**src/rtl/ysyx_22050612_core_sequencer_if.sv**
```systemverilog
// Handshake bundle between the core sequencer and its memory ports and decode unit.
// Build option: none; the sequencer's counters depend on YSYX_22050612_PERF_CNT_EN.
// master: sequencer side. It drives the requests and enables, and receives the grants, acks and decode class flags.
// slave:  memory/decode side. It has the opposite directions.
interface ysyx_22050612_core_sequencer_if;
    logic imem_req;
    logic imem_gnt;
    logic ir_we;
    logic dec_load;
    logic dec_store;
    logic dec_halt;
    logic dmem_req;
    logic dmem_we;
    logic dmem_ack;
    logic rf_we;
    logic pc_we;

    modport master (
        output imem_req, ir_we, dmem_req, dmem_we, rf_we, pc_we,
        input  imem_gnt, dec_load, dec_store, dec_halt, dmem_ack
    );

    modport slave (
        input  imem_req, ir_we, dmem_req, dmem_we, rf_we, pc_we,
        output imem_gnt, dec_load, dec_store, dec_halt, dmem_ack
    );
endinterface

```
**src/rtl/ysyx_22050612_core_sequencer.sv**
```systemverilog
// Multi-cycle control FSM for the core.
// Each instruction goes through FETCH, DECODE, EXEC, optionally MEM, and then WB.
// The FSM stops in HALT when it decodes ebreak/halt.
// Ports:
//   clk, rst_n : core clock and asynchronous active-low reset
//   start      : level input that leaves IDLE; it is sampled only in IDLE
//   bus        : imem/dmem handshakes, IR/RF/PC write enables and decode class flags
//   halted     : core stopped
//   state      : current FSM state (debug)
//   cyc_cnt    : active-cycle counter
//   instret    : retired-instruction counter
// Build option: YSYX_22050612_PERF_CNT_EN enables the counters.
// When it is undefined, both counters read 0.
module ysyx_22050612_core_sequencer #(
    parameter int unsigned AUTO_START = 0,
    parameter int unsigned CNT_W      = 64
) (
    input  logic                                 clk,
    input  logic                                 rst_n,
    input  logic                                 start,
    ysyx_22050612_core_sequencer_if.master       bus,
    output logic                                 halted,
    output logic [2:0]                           state,
    output logic [CNT_W-1:0]                     cyc_cnt,
    output logic [CNT_W-1:0]                     instret
);

    typedef enum logic [2:0] {
        S_IDLE   = 3'd0,
        S_FETCH  = 3'd1,
        S_DECODE = 3'd2,
        S_EXEC   = 3'd3,
        S_MEM    = 3'd4,
        S_WB     = 3'd5,
        S_HALT   = 3'd6
    } state_t;

    state_t state_q;
    state_t state_d;

    // State register
    always_ff @(posedge clk or negedge rst_n) begin
        if (!rst_n) state_q <= S_IDLE;
        else        state_q <= state_d;
    end

    // Next state and control decode.
    // The controls are decoded from the state, so they drop as soon as reset is asserted.
    always_comb begin
        state_d      = state_q;
        bus.imem_req = 1'b0;
        bus.ir_we    = 1'b0;
        bus.dmem_req = 1'b0;
        bus.dmem_we  = 1'b0;
        bus.rf_we    = 1'b0;
        bus.pc_we    = 1'b0;
        halted       = 1'b0;
        case (state_q)
            S_IDLE: begin
                if (start || (AUTO_START != 0)) state_d = S_FETCH;
            end
            S_FETCH: begin
                bus.imem_req = 1'b1;
                bus.ir_we    = bus.imem_gnt;
                if (bus.imem_gnt) state_d = S_DECODE;
            end
            S_DECODE: begin
                state_d = bus.dec_halt ? S_HALT : S_EXEC;
            end
            S_EXEC: begin
                state_d = (bus.dec_load || bus.dec_store) ? S_MEM : S_WB;
            end
            S_MEM: begin
                // A load with the store flag also set is treated as a store.
                bus.dmem_req = 1'b1;
                bus.dmem_we  = bus.dec_store;
                if (bus.dmem_ack) state_d = S_WB;
            end
            S_WB: begin
                bus.pc_we = 1'b1;
                bus.rf_we = ~bus.dec_store;
                state_d   = S_FETCH;
            end
            S_HALT: begin
                halted = 1'b1;
            end
            default: state_d = S_IDLE;
        endcase
    end

    assign state = state_q;

`ifdef YSYX_22050612_PERF_CNT_EN
    // Performance counters. They wrap modulo 2^CNT_W and stay frozen in IDLE and HALT.
    always_ff @(posedge clk or negedge rst_n) begin
        if (!rst_n) begin
            cyc_cnt <= '0;
            instret <= '0;
        end else begin
            if (state_q != S_IDLE && state_q != S_HALT) cyc_cnt <= cyc_cnt + CNT_W'(1);
            if (state_q == S_WB)                        instret <= instret + CNT_W'(1);
        end
    end
`else
    assign cyc_cnt = '0;
    assign instret = '0;
`endif

endmodule
```
**src/flat_wrapper.sv**
```systemverilog
// flat-port wrapper written by rule: the top's interface ports become plain ports
module ysyx_22050612_core_sequencer_flat 
#(
    parameter int unsigned AUTO_START = 0,
    parameter int unsigned CNT_W      = 64
)
  (clk, rst_n, start, halted, state, cyc_cnt, instret, bus_imem_req, bus_ir_we, bus_dmem_req, bus_dmem_we, bus_rf_we, bus_pc_we, bus_imem_gnt, bus_dec_load, bus_dec_store, bus_dec_halt, bus_dmem_ack);
  ysyx_22050612_core_sequencer_if bus_i ();
  input  logic clk;
  input  logic rst_n;
  input  logic start;
  output logic halted;
  output logic [2:0] state;
  output logic [CNT_W-1:0] cyc_cnt;
  output logic [CNT_W-1:0] instret;
  output wire logic [$bits(bus_i.imem_req)-1:0] bus_imem_req;
  output wire logic [$bits(bus_i.ir_we)-1:0] bus_ir_we;
  output wire logic [$bits(bus_i.dmem_req)-1:0] bus_dmem_req;
  output wire logic [$bits(bus_i.dmem_we)-1:0] bus_dmem_we;
  output wire logic [$bits(bus_i.rf_we)-1:0] bus_rf_we;
  output wire logic [$bits(bus_i.pc_we)-1:0] bus_pc_we;
  input wire logic [$bits(bus_i.imem_gnt)-1:0] bus_imem_gnt;
  input wire logic [$bits(bus_i.dec_load)-1:0] bus_dec_load;
  input wire logic [$bits(bus_i.dec_store)-1:0] bus_dec_store;
  input wire logic [$bits(bus_i.dec_halt)-1:0] bus_dec_halt;
  input wire logic [$bits(bus_i.dmem_ack)-1:0] bus_dmem_ack;
  assign bus_imem_req = bus_i.imem_req;
  assign bus_ir_we = bus_i.ir_we;
  assign bus_dmem_req = bus_i.dmem_req;
  assign bus_dmem_we = bus_i.dmem_we;
  assign bus_rf_we = bus_i.rf_we;
  assign bus_pc_we = bus_i.pc_we;
  assign bus_i.imem_gnt = bus_imem_gnt;
  assign bus_i.dec_load = bus_dec_load;
  assign bus_i.dec_store = bus_dec_store;
  assign bus_i.dec_halt = bus_dec_halt;
  assign bus_i.dmem_ack = bus_dmem_ack;
  ysyx_22050612_core_sequencer #(.AUTO_START(AUTO_START), .CNT_W(CNT_W)) u_core (.clk(clk), .rst_n(rst_n), .start(start), .bus(bus_i), .halted(halted), .state(state), .cyc_cnt(cyc_cnt), .instret(instret));
endmodule
```
**config.mk**
```make
export PLATFORM = sky130hd
export DESIGN_NAME = ysyx_22050612_core_sequencer_flat
export DESIGN_NICKNAME = d
export VERILOG_FILES = /design/src/rtl/ysyx_22050612_core_sequencer_if.sv /design/src/rtl/ysyx_22050612_core_sequencer.sv /design/src/flat_wrapper.sv
export SDC_FILE = /design/constraint.sdc
export NUM_CORES = 1
export LEC_CHECK = 0
export ABC_CLOCK_PERIOD_IN_PS = 1900
export CORE_AREA = 2 2 56 58
export DETAILED_ROUTE_END_ITERATION = 8
export DIE_AREA = 0 0 58 60
export DONT_BUFFER_PORTS = 1
export PLACE_DENSITY_LB_ADDON = 0.25
export RECOVER_POWER = 50
export SLEW_MARGIN = 25
export SYNTH_ARGS = -nofsm -noshare
export SYNTH_HDL_FRONTEND = slang
export SYNTH_SLANG_ARGS = --single-unit
export TNS_END_PERCENT = 20
```
**constraint.sdc**
```tcl
create_clock -name clk -period 1.9 [get_ports clk]
set_input_delay 0.57 -clock clk [delete_from_list [all_inputs] [get_ports clk]]
set_output_delay 0.57 -clock clk [all_outputs]
set_load 0.01 [all_outputs]
```
Word-level counts from Yosys, hierarchy flattened:

Cells that the tools add are included.

* memories: 0
* output and inout bits: 138
* bits in writable memories: 0
* bits in registers: 3
* latch bits: 0
* bits in read-only memories: 0

* $lt $le $gt $ge: 0
* shift operators: 0
* div/mod/pow operators: 0
* multipliers: 0
* reductions and logical operators: 3
* mux-type cells: 13
* add/sub/neg operators: 0
* equal/unequal tests: 9
* bitwise logic cells: 2

Operators by type and width (count)
* $pmux W3 S7: 1
* $mux W3: 4
* $eq A3 B3 Y1 const B: 3
* $mux W1: 8
* $eq A3 B2 Y1 const B: 2
* $ne A2 B2 Y1 const B: 3
* $reduce_and A4 Y1: 1
* $eq A3 B1 Y1 const B: 1
* $logic_not A3 Y1: 1
* $not A1 Y1: 2
* $logic_or A1 B1 Y1: 1

Logic depth before layout (Yosys ltp):

* depth in word-level cells: 3
* depth in mapped cells: 3
* depth with buffers taken out: 3

Least setup slack after synthesis:

Ideal clock, no wire load.

* kind: reg-to-output
* start: register u_core.state_q[0] (netlist: u_core.state[0])
* end: output bus_dmem_we
* stages on the path, launching flop included: 4
* setup slack: 298 ps
* path buffers: 0
* arrival time: 1032 ps
* cells stage by stage: dfrtp_1 -> nand2b_4 -> nor2_1 -> and2_1

* cells in the longest elaborated chain, start to end: 2

Ends and longest elaborated chain
* start, declared: line ysyx_22050612_core_sequencer.sv:38 `state_t state_q;`
* start signal, assigned: line ysyx_22050612_core_sequencer.sv:44 `else state_q <= state_d;`
* $eq A3 B3 Y1: line ysyx_22050612_core_sequencer.sv:58 `case (state_q)`
* $mux W1: line ysyx_22050612_core_sequencer.sv:58
* end, declared: line flat_wrapper.sv:19 `output wire logic [$bits(bus_i.dmem_we)-1:0] bus_dmem_we;`

No other way between the ends.

Final worst setup path:

* start: register u_core.state_q[1] (netlist: u_core.state[1])
* end: output bus_ir_we

* cells in the longest elaborated chain, start to end: 2

Ends and longest elaborated chain
* $eq A3 B1 Y1: line ysyx_22050612_core_sequencer.sv:58
* $mux W1: line ysyx_22050612_core_sequencer.sv:58
* end, declared: line flat_wrapper.sv:17 `output wire logic [$bits(bus_i.ir_we)-1:0] bus_ir_we;`

No other way between the ends.

==> results.toml <==
[status]
status = "completed"

[place]
post-dp-hpwl_um = 1310
place_area_um2 = 766
gp_congestion = 0.815
portBuffers = 0

[detailed_routing]
drtIter0Drc = 5
wire_per_inst_um = 7.20
ant_nets = 0
first_pass_iters = 4
drcViolationCount = 0
wl_um = 1400
num_vias = 543
avgViaCountPerCell = 2.80

[clock_tree]
cts_buffer_depth = 2
clkLatencyLatePin_ns = 0.23
cts-root-buf = "clkbuf_4"
cts.sinks = 3
ctsHoldBuffers = 0
cts_buffers = 3
cts_tree = "yes"
clkTransAtPathRegs_ns = 0.04
htreeDepth = 1
post_cts_buffers = 0

[sta]
fmax_mhz = 546
final_max_slew_viol_count = 0
setup_violations = 0
rsz0062_at_grt = "no"
finalClockSkew_ns = 0.00151
period_share = 0.965
min_period_ns = 1.83
setup_tns_ns = 0
hold_viol_final = 0

[logic_synthesis]
syn_area_per_cell_um2 = 7.65
ys_seq_area_frac = 0.0641
syn_inst = 153
yosysUniqueCellTypes = 18
ys_ff_latch = 3
yosys_warnings = 0
synth.cell_area_um2 = 1170

[global_route]
antenna_found_initial = 0
grt_pass1_vias = 293
track_usage = 0.0638
grt-ovfl-total = 0
grt_pass1_wl_um = 1470
grt_max_degree = 7

[final_layout]
syn_to_final_growth_pct = -31.7
drive_gt1_frac = 0.0807
nets = 170
fin_area_um2 = 800
diodes = 0
largest_reg_flops = 3

[critical_path]
setup.worst_path.end_class = "primary output"
crit_required_ns = 1.33
path_class = "flop to primary output"
critPathMaxFanout = 5
cp-start-kind = "flop"
crit_arrival_ns = 1.26

[flow_run]
maxCapViolCount = 0

[floorplan]
die_x_um = 58
io_pins = 146
core-area_um2 = 2900
dieArea_um2 = 3480
rows = 20
initial_utilization = 0.403
dieHeight_um = 60

[pwr]
irDropWorstVdd_mv = 0.544
power.leakage_nw = 0.542
powerDensity_nw_per_um2 = 801

[hold_path]
hp-class = "input port to async pin"
## per-layer routing
layer	vias up	routed length (um)	GRT usage
met5	-	0	0
met1	231	312	0.0546
met4	0	0	0.0399
li1	230	-	-
met2	82	680	0.0958
met3	0	405	0.0606
## timing repair
action,in CTS,in global routing
resized for setup,0,4
hold endpoints to repair,0,0
endpoints found under the setup margin,0,2
## final timing paths
kind | from | end | depth (start not counted) | slack (ns)
worst max register to register | u_core.state[0]$_DFFE_PN0P_ | u_core.state[0]$_DFFE_PN0P_ | 4 | 0.41
min in group clk | bus_dmem_ack | u_core.state[0]$_DFFE_PN0P_ | 2 | 0.56
worst min-delay path | rst_n | u_core.state[2]$_DFFE_PN0P_ | 0 | 0.04
worst max-delay path | u_core.state[1]$_DFFE_PN0P_ | bus_ir_we | 3 | 0.07
worst min register to register | u_core.state[2]$_DFFE_PN0P_ | u_core.state[2]$_DFFE_PN0P_ | 2 | 0.64
max in group asynchronous | rst_n | u_core.state[1]$_DFFE_PN0P_ | 0 | 1.79
## through the flow
step | utilization | hold WS (ns) | cells | total power, mW | setup WS, ns
6_report | 0.275 | 0.0355 | 194 | 0.641 | 0.0669
4_1_cts | 0.273 | 0.0235 | 194 | 0.640 | 0.0217
3_3_place_gp | 0.264 | 0.275 | 190 | 0.526 | 0.271
3_5_place_dp | 0.264 | 0.275 | 190 | 0.522 | 0.277
5_1_grt | 0.275 | 0.00921 | 194 | 0.702 | 0.00705
2_1_floorplan | - | 0.274 | 280 | 0.593 | 0.298
## power breakdown
| group | internal [mW] | switching [mW] | leakage [nW] | total, mW |
|---|---|---|---|---|
| logic | 0.125 | 0.268 | 0.491 | 0.393 |
| clock network | 0.0786 | 0.0312 | 0.0150 | 0.110 |
| registers | 0.0945 | 0.0437 | 0.0359 | 0.138 |
| total | 0.298 | 0.343 | 0.542 | 0.641 |
## layout make-up
type,instances,area (um2)
Inverter,2,7.51
Tap cell,33,41.3
Fill cell,321,2100
Timing Repair Buffer,5,33.8
Clock buffer,4,26.3
Sequential cell,3,76.3
Multi-Input combinational cell,147,614
## Yosys cell counts, drive strengths merged
cell | number | area share
buf | 128 | 0.82
dfrtp | 3 | 0.064
nor2 | 3 | 0.0096
o21ai | 3 | 0.013
and2 | 2 | 0.011
inv | 2 | 0.0064
nor3 | 2 | 0.0085
a211oi | 1 | 0.0064
a311oi | 1 | 0.0075
and3 | 1 | 0.0064
conb | 1 | 0.0032
nand2 | 1 | 0.0032
nand2b | 1 | 0.012
nor2b | 1 | 0.0053
nor3b | 1 | 0.011
o21bai | 1 | 0.0064
or4 | 1 | 0.0064
## logic make-up (layout without fill, tap and decap cells)
group / count (synthesis) / in the layout / share of synthesized area
AOI/OAI and AO/OA: 6 / 6 / 0.0331
other: 1 / 128 / 0.00320
DFF: 3 / 3 / 0.0641
and+or+nand+nor: 13 / 13 / 0.0726
buffers and inverters: 130 / 11 / 0.827
## critical path, cell delays in order (launching register included)
cell,delay (ns)
dfrtp_2,0.44
buf_4,0.17
nor3b_2,0.23
and2_4,0.20
## placed cells by master, fill, tap and decap left out, types with 2 or more instances in the layout
master / n
nor2_1: 3
clkbuf_4: 3
conb_1: 128
dfrtp_1: 2
nor3_1: 2
inv_1: 2
buf_4: 4
clkbuf_1: 2
o21ai_0: 2
No activity file was read; power rests on OpenSTA's default activity.
